===== src/rtl/acc_req_arbiter_if.sv =====
// Requester-side and accelerator-side handshake bundle for acc_req_arbiter.
// The slave modport is the arbiter's view; master is the view of whatever drives it.
interface acc_req_arbiter_if #(
    parameter int NrReq = 2,
    parameter int IdW   = 3,
    parameter int DataW = 64
);
    localparam int SrcW = $clog2(NrReq);

    logic [NrReq-1:0]             req_valid_i;
    logic [NrReq-1:0]             req_ready_o;
    logic [NrReq-1:0][31:0]       req_insn_i;
    logic [NrReq-1:0][DataW-1:0]  req_rs1_i;
    logic [NrReq-1:0][DataW-1:0]  req_rs2_i;
    logic [NrReq-1:0][IdW-1:0]    req_id_i;

    logic [NrReq-1:0]             resp_valid_o;
    logic [IdW-1:0]               resp_id_o;
    logic [DataW-1:0]             resp_result_o;
    logic                         resp_error_o;

    logic                         acc_req_valid_o;
    logic                         acc_req_ready_i;
    logic [31:0]                  acc_insn_o;
    logic [DataW-1:0]             acc_rs1_o;
    logic [DataW-1:0]             acc_rs2_o;
    logic [SrcW+IdW-1:0]          acc_id_o;

    logic                         acc_resp_valid_i;
    logic [SrcW+IdW-1:0]          acc_resp_id_i;
    logic [DataW-1:0]             acc_resp_result_i;
    logic                         acc_resp_error_i;

    modport slave (
        input  req_valid_i, req_insn_i, req_rs1_i, req_rs2_i, req_id_i,
        output req_ready_o,
        output resp_valid_o, resp_id_o, resp_result_o, resp_error_o,
        output acc_req_valid_o, acc_insn_o, acc_rs1_o, acc_rs2_o, acc_id_o,
        input  acc_req_ready_i,
        input  acc_resp_valid_i, acc_resp_id_i, acc_resp_result_i, acc_resp_error_i
    );

    modport master (
        output req_valid_i, req_insn_i, req_rs1_i, req_rs2_i, req_id_i,
        input  req_ready_o,
        input  resp_valid_o, resp_id_o, resp_result_o, resp_error_o,
        input  acc_req_valid_o, acc_insn_o, acc_rs1_o, acc_rs2_o, acc_id_o,
        output acc_req_ready_i,
        output acc_resp_valid_i, acc_resp_id_i, acc_resp_result_i, acc_resp_error_i
    );
endinterface


===== src/rtl/acc_req_arbiter.sv =====
// Round-robin sharing of one accelerator port among NrReq dispatchers; 0-cycle request/response paths.
// Grant is locked while valid-not-ready; per-source outstanding limit. ACC_ARB_PERF_EN adds grant counters.
module acc_req_arbiter #(
    parameter int NrReq          = 2,
    parameter int IdW            = 3,
    parameter int DataW          = 64,
    parameter int MaxOutstanding = 4
) (
    input  logic                   clk_i,
    input  logic                   rst_ni,
    acc_req_arbiter_if.slave       bus,
    output logic                   idle_o,
    output logic                   err_o,
    output logic [NrReq-1:0][15:0] perf_grants_o
);
    localparam int SrcW = $clog2(NrReq);
    localparam int CntW = $clog2(MaxOutstanding + 1);
    localparam logic [CntW-1:0] CntMax = CntW'(MaxOutstanding);

    logic [SrcW-1:0]             rr_ptr_q, rr_ptr_d;
    logic                        lock_q;
    logic [SrcW-1:0]             lock_src_q;
    logic [NrReq-1:0][CntW-1:0]  cnt_q, cnt_d;
    logic                        err_q;

    logic [NrReq-1:0] elig;
    logic [NrReq-1:0] inc;
    logic [NrReq-1:0] resp_vld;
    logic [SrcW-1:0]  gnt;
    logic             gnt_vld;
    logic             hs;
    logic [SrcW-1:0]  resp_src;
    logic             resp_in_range;

    always_comb begin
        for (int i = 0; i < NrReq; i++) begin
            elig[i] = bus.req_valid_i[i] && (cnt_q[i] < CntMax);
        end
    end

    // A locked grant wins outright; otherwise scan from rr_ptr with wrap.
    always_comb begin
        int idx;
        logic [SrcW-1:0] cand;
        idx     = 0;
        cand    = '0;
        gnt     = lock_src_q;
        gnt_vld = lock_q;
        if (!lock_q) begin
            for (int k = 0; k < NrReq; k++) begin
                idx  = (int'(rr_ptr_q) + k) % NrReq;
                cand = SrcW'(idx);
                if (!gnt_vld && elig[cand]) begin
                    gnt     = cand;
                    gnt_vld = 1'b1;
                end
            end
        end
    end

    assign hs       = gnt_vld && bus.acc_req_ready_i;
    assign rr_ptr_d = (int'(gnt) == NrReq - 1) ? '0 : gnt + SrcW'(1);

    assign bus.acc_req_valid_o = gnt_vld;
    assign bus.acc_insn_o      = bus.req_insn_i[gnt];
    assign bus.acc_rs1_o       = bus.req_rs1_i[gnt];
    assign bus.acc_rs2_o       = bus.req_rs2_i[gnt];
    assign bus.acc_id_o        = {gnt, bus.req_id_i[gnt]};

    assign resp_src      = bus.acc_resp_id_i[SrcW+IdW-1 -: SrcW];
    assign resp_in_range = int'(resp_src) < NrReq;

    always_comb begin
        for (int i = 0; i < NrReq; i++) begin
            inc[i]              = hs && (gnt == SrcW'(i));
            bus.req_ready_o[i]  = inc[i];
            resp_vld[i]         = bus.acc_resp_valid_i && resp_in_range && (resp_src == SrcW'(i));
        end
    end

    assign bus.resp_valid_o  = resp_vld;
    assign bus.resp_id_o     = bus.acc_resp_id_i[IdW-1:0];
    assign bus.resp_result_o = bus.acc_resp_result_i;
    assign bus.resp_error_o  = bus.acc_resp_error_i;

    // Issue and retire on the same source in one cycle cancel; never wrap below zero.
    always_comb begin
        for (int i = 0; i < NrReq; i++) begin
            cnt_d[i] = cnt_q[i];
            if (inc[i] && !resp_vld[i]) begin
                cnt_d[i] = cnt_q[i] + CntW'(1);
            end else if (resp_vld[i] && !inc[i] && (cnt_q[i] != '0)) begin
                cnt_d[i] = cnt_q[i] - CntW'(1);
            end
        end
    end

    always_ff @(posedge clk_i) begin
        if (!rst_ni) begin
            rr_ptr_q   <= '0;
            lock_q     <= 1'b0;
            lock_src_q <= '0;
            cnt_q      <= '0;
            err_q      <= 1'b0;
        end else begin
            if (hs) begin
                rr_ptr_q <= rr_ptr_d;
                lock_q   <= 1'b0;
            end else if (gnt_vld) begin
                lock_q     <= 1'b1;
                lock_src_q <= gnt;
            end
            cnt_q <= cnt_d;
            if (bus.acc_resp_valid_i && !resp_in_range) begin
                err_q <= 1'b1;
            end
        end
    end

    assign err_o  = err_q;
    assign idle_o = !(|bus.req_valid_i) && (cnt_q == '0);

    always_ff @(posedge clk_i) begin
        if (rst_ni) begin
            if (lock_q) begin
                assert (bus.req_valid_i[lock_src_q])
                    else $error("acc_req_arbiter: locked requester dropped valid before ready");
            end
            for (int i = 0; i < NrReq; i++) begin
                assert (!(resp_vld[i] && (cnt_q[i] == '0) && !inc[i]))
                    else $error("acc_req_arbiter: response for source %0d with nothing outstanding", i);
            end
        end
    end

`ifdef ACC_ARB_PERF_EN
    logic [NrReq-1:0][15:0] perf_q;

    always_ff @(posedge clk_i) begin
        if (!rst_ni) begin
            perf_q <= '0;
        end else begin
            for (int i = 0; i < NrReq; i++) begin
                if (inc[i] && (perf_q[i] != 16'hFFFF)) begin
                    perf_q[i] <= perf_q[i] + 16'd1;
                end
            end
        end
    end

    assign perf_grants_o = perf_q;
`else
    assign perf_grants_o = '0;
`endif

endmodule

===== src/flat_wrapper.sv =====
// flat-port wrapper written by rule: the top's interface ports become plain ports
module acc_req_arbiter_flat 
#(
    parameter int NrReq          = 2,
    parameter int IdW            = 3,
    parameter int DataW          = 64,
    parameter int MaxOutstanding = 4
)
  (clk_i, rst_ni, idle_o, err_o, perf_grants_o, bus_req_valid_i, bus_req_insn_i, bus_req_rs1_i, bus_req_rs2_i, bus_req_id_i, bus_req_ready_o, bus_resp_valid_o, bus_resp_id_o, bus_resp_result_o, bus_resp_error_o, bus_acc_req_valid_o, bus_acc_insn_o, bus_acc_rs1_o, bus_acc_rs2_o, bus_acc_id_o, bus_acc_req_ready_i, bus_acc_resp_valid_i, bus_acc_resp_id_i, bus_acc_resp_result_i, bus_acc_resp_error_i);
  acc_req_arbiter_if #(.NrReq(NrReq), .IdW(IdW), .DataW(DataW)) bus_i ();
  input  logic clk_i;
  input  logic rst_ni;
  output logic idle_o;
  output logic err_o;
  output logic [NrReq-1:0][15:0] perf_grants_o;
  input wire logic [$bits(bus_i.req_valid_i)-1:0] bus_req_valid_i;
  input wire logic [$bits(bus_i.req_insn_i)-1:0] bus_req_insn_i;
  input wire logic [$bits(bus_i.req_rs1_i)-1:0] bus_req_rs1_i;
  input wire logic [$bits(bus_i.req_rs2_i)-1:0] bus_req_rs2_i;
  input wire logic [$bits(bus_i.req_id_i)-1:0] bus_req_id_i;
  output wire logic [$bits(bus_i.req_ready_o)-1:0] bus_req_ready_o;
  output wire logic [$bits(bus_i.resp_valid_o)-1:0] bus_resp_valid_o;
  output wire logic [$bits(bus_i.resp_id_o)-1:0] bus_resp_id_o;
  output wire logic [$bits(bus_i.resp_result_o)-1:0] bus_resp_result_o;
  output wire logic [$bits(bus_i.resp_error_o)-1:0] bus_resp_error_o;
  output wire logic [$bits(bus_i.acc_req_valid_o)-1:0] bus_acc_req_valid_o;
  output wire logic [$bits(bus_i.acc_insn_o)-1:0] bus_acc_insn_o;
  output wire logic [$bits(bus_i.acc_rs1_o)-1:0] bus_acc_rs1_o;
  output wire logic [$bits(bus_i.acc_rs2_o)-1:0] bus_acc_rs2_o;
  output wire logic [$bits(bus_i.acc_id_o)-1:0] bus_acc_id_o;
  input wire logic [$bits(bus_i.acc_req_ready_i)-1:0] bus_acc_req_ready_i;
  input wire logic [$bits(bus_i.acc_resp_valid_i)-1:0] bus_acc_resp_valid_i;
  input wire logic [$bits(bus_i.acc_resp_id_i)-1:0] bus_acc_resp_id_i;
  input wire logic [$bits(bus_i.acc_resp_result_i)-1:0] bus_acc_resp_result_i;
  input wire logic [$bits(bus_i.acc_resp_error_i)-1:0] bus_acc_resp_error_i;
  assign bus_i.req_valid_i = bus_req_valid_i;
  assign bus_i.req_insn_i = bus_req_insn_i;
  assign bus_i.req_rs1_i = bus_req_rs1_i;
  assign bus_i.req_rs2_i = bus_req_rs2_i;
  assign bus_i.req_id_i = bus_req_id_i;
  assign bus_req_ready_o = bus_i.req_ready_o;
  assign bus_resp_valid_o = bus_i.resp_valid_o;
  assign bus_resp_id_o = bus_i.resp_id_o;
  assign bus_resp_result_o = bus_i.resp_result_o;
  assign bus_resp_error_o = bus_i.resp_error_o;
  assign bus_acc_req_valid_o = bus_i.acc_req_valid_o;
  assign bus_acc_insn_o = bus_i.acc_insn_o;
  assign bus_acc_rs1_o = bus_i.acc_rs1_o;
  assign bus_acc_rs2_o = bus_i.acc_rs2_o;
  assign bus_acc_id_o = bus_i.acc_id_o;
  assign bus_i.acc_req_ready_i = bus_acc_req_ready_i;
  assign bus_i.acc_resp_valid_i = bus_acc_resp_valid_i;
  assign bus_i.acc_resp_id_i = bus_acc_resp_id_i;
  assign bus_i.acc_resp_result_i = bus_acc_resp_result_i;
  assign bus_i.acc_resp_error_i = bus_acc_resp_error_i;
  acc_req_arbiter #(.NrReq(NrReq), .IdW(IdW), .DataW(DataW), .MaxOutstanding(MaxOutstanding)) u_core (.clk_i(clk_i), .rst_ni(rst_ni), .bus(bus_i), .idle_o(idle_o), .err_o(err_o), .perf_grants_o(perf_grants_o));
endmodule

===== config.mk =====
export PLATFORM = sky130hd
export DESIGN_NAME = acc_req_arbiter_flat
export DESIGN_NICKNAME = d
export VERILOG_FILES = /design/src/rtl/acc_req_arbiter_if.sv /design/src/rtl/acc_req_arbiter.sv /design/src/flat_wrapper.sv
export SDC_FILE = /design/constraint.sdc
export NUM_CORES = 1
export LEC_CHECK = 0
export ABC_AREA = 0
export CELL_PAD_IN_SITES_DETAIL_PLACEMENT = 1
export CELL_PAD_IN_SITES_GLOBAL_PLACEMENT = 2
export CORE_AREA = 2 2 264 266
export DETAILED_ROUTE_END_ITERATION = 16
export DIE_AREA = 0 0 266 268
export PLACE_DENSITY = 0.64
export SETUP_SLACK_MARGIN = 0.15
export SLEW_MARGIN = 20
export SYNTH_ARGS = -nofsm -noshare
export SYNTH_HDL_FRONTEND = slang
export SYNTH_SLANG_ARGS = --single-unit

===== constraint.sdc =====
create_clock -name clk_i -period 5.24 [get_ports clk_i]
set_clock_uncertainty 0.15 [all_clocks]
set_input_delay 0.524 -clock clk_i [delete_from_list [all_inputs] [get_ports clk_i]]
set_output_delay 0.524 -clock clk_i [all_outputs]
set_load 0.005 [all_outputs]

Yosys cells after proc, flatten, opt, wreduce, memory -nomap -nowiden --
Cells that the tools add are included.
Operators by class: $add $sub $neg 6, $lt $le $gt $ge 5, multiplexer cells 24, bitwise gates (word level) 4, reduce and logical (&&, ||, !) cells 31
Operators by type and width (count):
- $mux W64 | 4
- $mux W32 | 2
- $mux W3 | 6
- $logic_and A1 B1 Y1 | 16
- $mux W1 | 12
- $logic_not A1 Y1 | 7
- $add A3 B1 Y3 const B | 2
- $logic_not A6 Y1 | 1
- $lt A1 B2 Y1 const B | 3
- $lt A3 B3 Y1 const B | 2
- $reduce_bool A3 Y1 | 2
- $sub A3 B1 Y3 const B | 2
- $not A1 Y1 | 4
- $reduce_bool A2 Y1 | 2
- $reduce_or A2 Y1 | 2
- $add A1 B1 Y1 const B | 2
- $reduce_and A2 Y1 | 1
Storage, ports and cells: flip-flop bits (word level) 9, bits of input ports 401, output and inout port bits 271, word-level logic and storage cells 75

Logic depth before layout (Yosys ltp) --
depth in word-level cells 18, gate-level depth with buffers 9, gate-level depth less buffers 7

Least setup slack after synthesis --
Ideal clock, no wire load.
path kind input port to flip-flop, start point in bus_req_valid_i[0], end point reg u_core.cnt_q[5] in the netlist's numbering, setup time 0.072 ns, arrival 2.418 ns, required time 5.018 ns, slack 2.600 ns, cell stages on the path 7, path buffers 0, path through nor3b_2 > o41ai_4 > nand2_1 > fa_1 > or3_1 > mux2i_1 > mux2i_1
Between the ends: cells in the longest elaborated chain, start to end 16, elaborated cells on any way between the ends 23, classes of those cells 12 x mux; 11 x reduce/logical
Ends and longest elaborated chain:
- start: declaration | RTL line flat_wrapper.sv:16 | input wire logic [$bits(bus_i.req_valid_i)-1:0] bus_req_valid_i;
- $logic_and A1 B1 Y1 * | RTL line acc_req_arbiter.sv:37 | elig[i] = bus.req_valid_i[i] && (cnt_q[i] < CntMax);
- $mux W1 (implied by the code) (2 in a row) | RTL line acc_req_arbiter.sv:53 | if (!gnt_vld && elig[cand]) begin
- $logic_and A1 B1 Y1 | RTL line acc_req_arbiter.sv:53
- $mux W1 | RTL line acc_req_arbiter.sv:53
- $mux W1 | RTL line acc_req_arbiter.sv:49 | if (!lock_q) begin
- $logic_not A1 Y1 | RTL line acc_req_arbiter.sv:53
- $logic_and A1 B1 Y1 | RTL line acc_req_arbiter.sv:53
- $mux W1 | RTL line acc_req_arbiter.sv:53
- $mux W1 | RTL line acc_req_arbiter.sv:49
- $logic_and A1 B1 Y1 | RTL line acc_req_arbiter.sv:61 | assign hs = gnt_vld && bus.acc_req_ready_i;
- $logic_and A1 B1 Y1 * | RTL line acc_req_arbiter.sv:75 | inc[i] = hs && (gnt == SrcW'(i));
- net bus_req_ready_o[1] | RTL line flat_wrapper.sv:21 | output wire logic [$bits(bus_i.req_ready_o)-1:0] bus_req_ready_o;
- $logic_not A1 Y1 | RTL line acc_req_arbiter.sv:92 | end else if (resp_vld[i] && !inc[i] && (cnt_q[i] != '0)) begin
- $logic_and A1 B1 Y1 (2 in a row) | RTL line acc_req_arbiter.sv:92
- $reduce_bool A2 Y1 (no source line)
- end signal: assignment | RTL line acc_req_arbiter.sv:113 | cnt_q <= cnt_d;
- end: declaration | RTL line acc_req_arbiter.sv:23 | logic [NrReq-1:0][CntW-1:0] cnt_q, cnt_d;
The timed path passes the listed nets; every way through them passes the cells marked *. The select of a mux whose other input is x is not followed. A chain may end at the register's enable or synchronous reset.

Worst setup path in the final report --
start point in bus_req_valid_i[0], end point out bus_acc_insn_o[11]
Between the ends: cells in the longest elaborated chain, start to end 12, elaborated cells on any way between the ends 15, classes of those cells 11 x mux; 4 x reduce/logical
Ends and longest elaborated chain:
- $logic_and A1 B1 Y1 * | RTL line acc_req_arbiter.sv:37
- $mux W1 (implied by the code) (2 in a row) | RTL line acc_req_arbiter.sv:53
- $logic_and A1 B1 Y1 | RTL line acc_req_arbiter.sv:53
- $mux W1 | RTL line acc_req_arbiter.sv:53
- $mux W1 | RTL line acc_req_arbiter.sv:49
- $logic_not A1 Y1 | RTL line acc_req_arbiter.sv:53
- $logic_and A1 B1 Y1 | RTL line acc_req_arbiter.sv:53
- $mux W1 * | RTL line acc_req_arbiter.sv:53
- $mux W1 * | RTL line acc_req_arbiter.sv:49
- $mux W32 (implied by the code) * (2 in a row) | RTL line acc_req_arbiter.sv:65 | assign bus.acc_insn_o = bus.req_insn_i[gnt];
- end: declaration | RTL line flat_wrapper.sv:27 | output wire logic [$bits(bus_i.acc_insn_o)-1:0] bus_acc_insn_o;
Every way passes the cells marked *; elsewhere a longest branch is shown, timed or not. The select of a mux whose other input is x is not followed.

==> impl_results.md <==
* Number of unique standard cell types used by synthesis at 30
* Worst Hold End: u_core.cnt_q[1]
* Total Negative Setup Slacks at 0 ps
* Drt total wl at 26080 um
* Number of vias after detailed routing at approximately 4300
* Most instantiated flip-flop cell in the synthesis netlist: sky130_fd_sc_hd__dfxtp_1
* Switching share of power at 30.02%
* Setup fix buffers added after clock tree synthesis at 0
* Total grt overflow at 0
* Row count at 96
* EDFF count, synth at 0
* Sequential power share at 6.1%
* Normalized max-slew margin at 57.08%
* Power density over the cells at 164.9 nW/um2
* Drt wl/cell at between 15 and 20 um
* # nets final at 1184
* Internal reg-to-reg setup slack at about 2600 ps
* Logic depth of the worst register-to-register path at 7
* Total die area at a little over 70000 um2
* Sort of element at the start of the critical path: input port
* HPWL after detailed placement at 23170 um
* Mapped Avg Cell Area at 11.07 um2
* Leakage at 0.003760 uW
* Share of final-layout standard cells stronger than drive strength 1 at between 20% and 30%
* Final hold violations at 0
* Sink Count at 9
* Count of H-tree levels built during CTS at 1
* Crit path arrival time at ~3300 ps
* Commonest non-fill, non-tap cell in the layout: sky130_fd_sc_hd__clkdlybuf4s50_1
* Setup repair after global routing missed its margin: no
* Synthesized instance count at 361
* Vias in the first global route at 4345
* Clock network latency to the later pin of the worst-skew pair at roughly 230 ps
* Critical path launch point: bus_req_valid_i[0]
* Peak supply drop at approximately 0.09 mV
* Switching power of the nets at 466.3 uW
* Largest fanout on the critical path at 37
* Clk slew on worst S/H paths at 40 ps
* Number of routed nets with antenna violations at 0
* Cell count after placement at 1658
* Outcome: completed
* Root buffer cell: sky130_fd_sc_hd__clkbuf_16
* Global routing usage summed across all routing layers at about 6.4%
* Worst r2r src: u_core.cnt_q[2]
* Type of the worst min-delay path: flip-flop to flip-flop
* Core area at between 60000 and 70000 um2
* Max Clock Freq at 250.1 MHz
* Largest net degree at the start of global routing at 53
* Required @ worst endpoint at 4570 ps
* Worst hold path startpoint: u_core.cnt_q[1]
* Count of hold-fix buffers inserted at cts at 0
* YS warnings at 0
* Die width at 266 um
* Number of clock buffers inserted by TritonCTS at 3
* Flop and latch count out of synthesis at 9
* Post-CTS sizing at 0
* Element type at the critical path end: output port
* DRC marker count from the first detailed-route iteration at approximately 110
* Max-cap violations at 0
* Final estimated routing congestion in global placement at 0.9423
* Min-Delay Path Depth at 2
* Number of antenna violations at the first check in global routing at 1
* Crit path kind: input port to output port
* Buffers added on ports at 502
* Power Total at between 1500 and 2000 uW
* Maximum clock insertion buffer count at 2
* Initial Utilization at under 10%
* Height of the chip at around 270 um
* Post-route cell area at 9420 um2
* Sequential area share after synthesis at 4.508%
* Internal power summed over all cells at 1087 uW
* Antenna diode count at 0
* Standard cell area after detailed placement at 9341 um2
* Fraction of registers with async set or reset after synthesis at 0%
* IO Count at roughly 670
* Number of non-filler instances in the completed layout at 1662
* Remaining DRCs at 0
* CTS tree: done
* Portion of total power attributed to the clock network at between 8 and 9%
* Slew at the pin with the worst max-slew slack at 643.8 ps
* Share of power burned in combinational logic at 85.2%
* Layout Area Growth over Synthesis at 135.7%
* Post-Synthesis Cell Area at 3996 um2
* Final setup violating endpoints at 0
* Share of the cycle needed by the critical path after routing at 76.30%
* Commonest cells after routing, fill and taps aside: sky130_fd_sc_hd__clkdlybuf4s50_1, sky130_fd_sc_hd__mux2_4, sky130_fd_sc_hd__conb_1, sky130_fd_sc_hd__mux2_2, sky130_fd_sc_hd__nand2_1
* Iteration count of the initial detailed-routing pass at 4
* Reg2Reg Capture Point: u_core.cnt_q[5]
* Max-slew violation total from the final report at 0
* Detail-routed via count per cell at 2.582
* Wire length of the first global-routing pass at 33160 um
* Period minus WS final at 3998 ps
-- critical path, stage by stage --
cell	delay, ps
sky130_fd_sc_hd__clkdlybuf4s50_1	520
sky130_fd_sc_hd__nor2b_1	210
sky130_fd_sc_hd__nor2b_1	150
sky130_fd_sc_hd__o32a_2	220
sky130_fd_sc_hd__buf_12	220
sky130_fd_sc_hd__buf_4	560
sky130_fd_sc_hd__mux2_2	400
sky130_fd_sc_hd__clkdlybuf4s50_1	450
-- worst max-delay path by stage --
stage / endpoint / slack [ps]
2_1_floorplan: u_core.cnt_q[5] / 2600
5_1_grt: bus_acc_insn_o[19] / 1040
4_1_cts: bus_acc_insn_o[19] / 1230
3_3_place_gp: bus_acc_insn_o[19] / 1300
6_report: bus_acc_insn_o[11] / 1240
3_5_place_dp: bus_acc_insn_o[19] / 1240
-- final cells by class --
cell class,instances,area [um2]
Multi-Input combinational cell,254,2935
Sequential cell,9,180.2
Fill cell,7965,58810
Inverter,6,22.52
Clock buffer,4,78.83
Timing Repair Buffer,507,5100
Tap cell,882,1104
-- synth_stat cells, types with 4 or more instances --
cell / count / share of area [%]
sky130_fd_sc_hd__nand2b_1: 6 / 0.94
sky130_fd_sc_hd__buf_6: 17 / 4.8
sky130_fd_sc_hd__mux2_4: 148 / 56
sky130_fd_sc_hd__nor3_1: 4 / 0.50
sky130_fd_sc_hd__mux2i_1: 8 / 2.0
sky130_fd_sc_hd__inv_1: 6 / 0.56
sky130_fd_sc_hd__dfxtp_1: 9 / 4.5
sky130_fd_sc_hd__mux2_2: 15 / 4.2
sky130_fd_sc_hd__nand2_1: 14 / 1.3
sky130_fd_sc_hd__buf_4: 102 / 19
-- state kept, by name (all words and copies together) (netlist names) --
signal             cells
u_core.lock_src_q      1
u_core.lock_q          1
u_core.cnt_q           6
u_core.rr_ptr_q        1
-- metrics by stage --
stage	util, %	hold slack (ps)	worst slack, ps
2_1_floorplan	-	321.0	2600
3_3_place_gp	13.69	334.8	1301
3_5_place_dp	13.69	357.2	1236
4_1_cts	13.81	366.6	1233
5_1_grt	13.81	378.4	1038
6_report	13.81	359.3	1242
-- per-layer routing --
layer / global-route usage [%] / share of wire, %
met1: 7.367 / 38
met2: 10.39 / 47
met3: 3.729 / 13
met4: 0.2278 / 0.073
met5: 2.905 / 1.2
-- cells by family (layout without fill, tap and decap cells) --
group                      after synthesis  after routing  share of synthesized area (%)
DFF                                      9              9                          4.508
other                                    1             33                        0.09384
and+or+nand+nor                         38             38                          5.010
buffers and inverters                  130            517                          25.08
xor gates and xnor gates                 2              2                         0.4384
muxes                                  171            171                          61.83
adders and majority gates                2              2                          1.002
AOI/OAI and AO/OA                        8              8                          2.035
-- power by group through the flow --
stage               sequential, uW  combinational [uW]  clock, uW
finish                        94.0                1320        136
global route                  96.1                1400        142
CTS                           94.4                1340        137
detailed placement            95.4                1330          0
global placement              94.3                1330          0
floorplan                     89.9                 681          0
(Power assumes the default switching activity.)
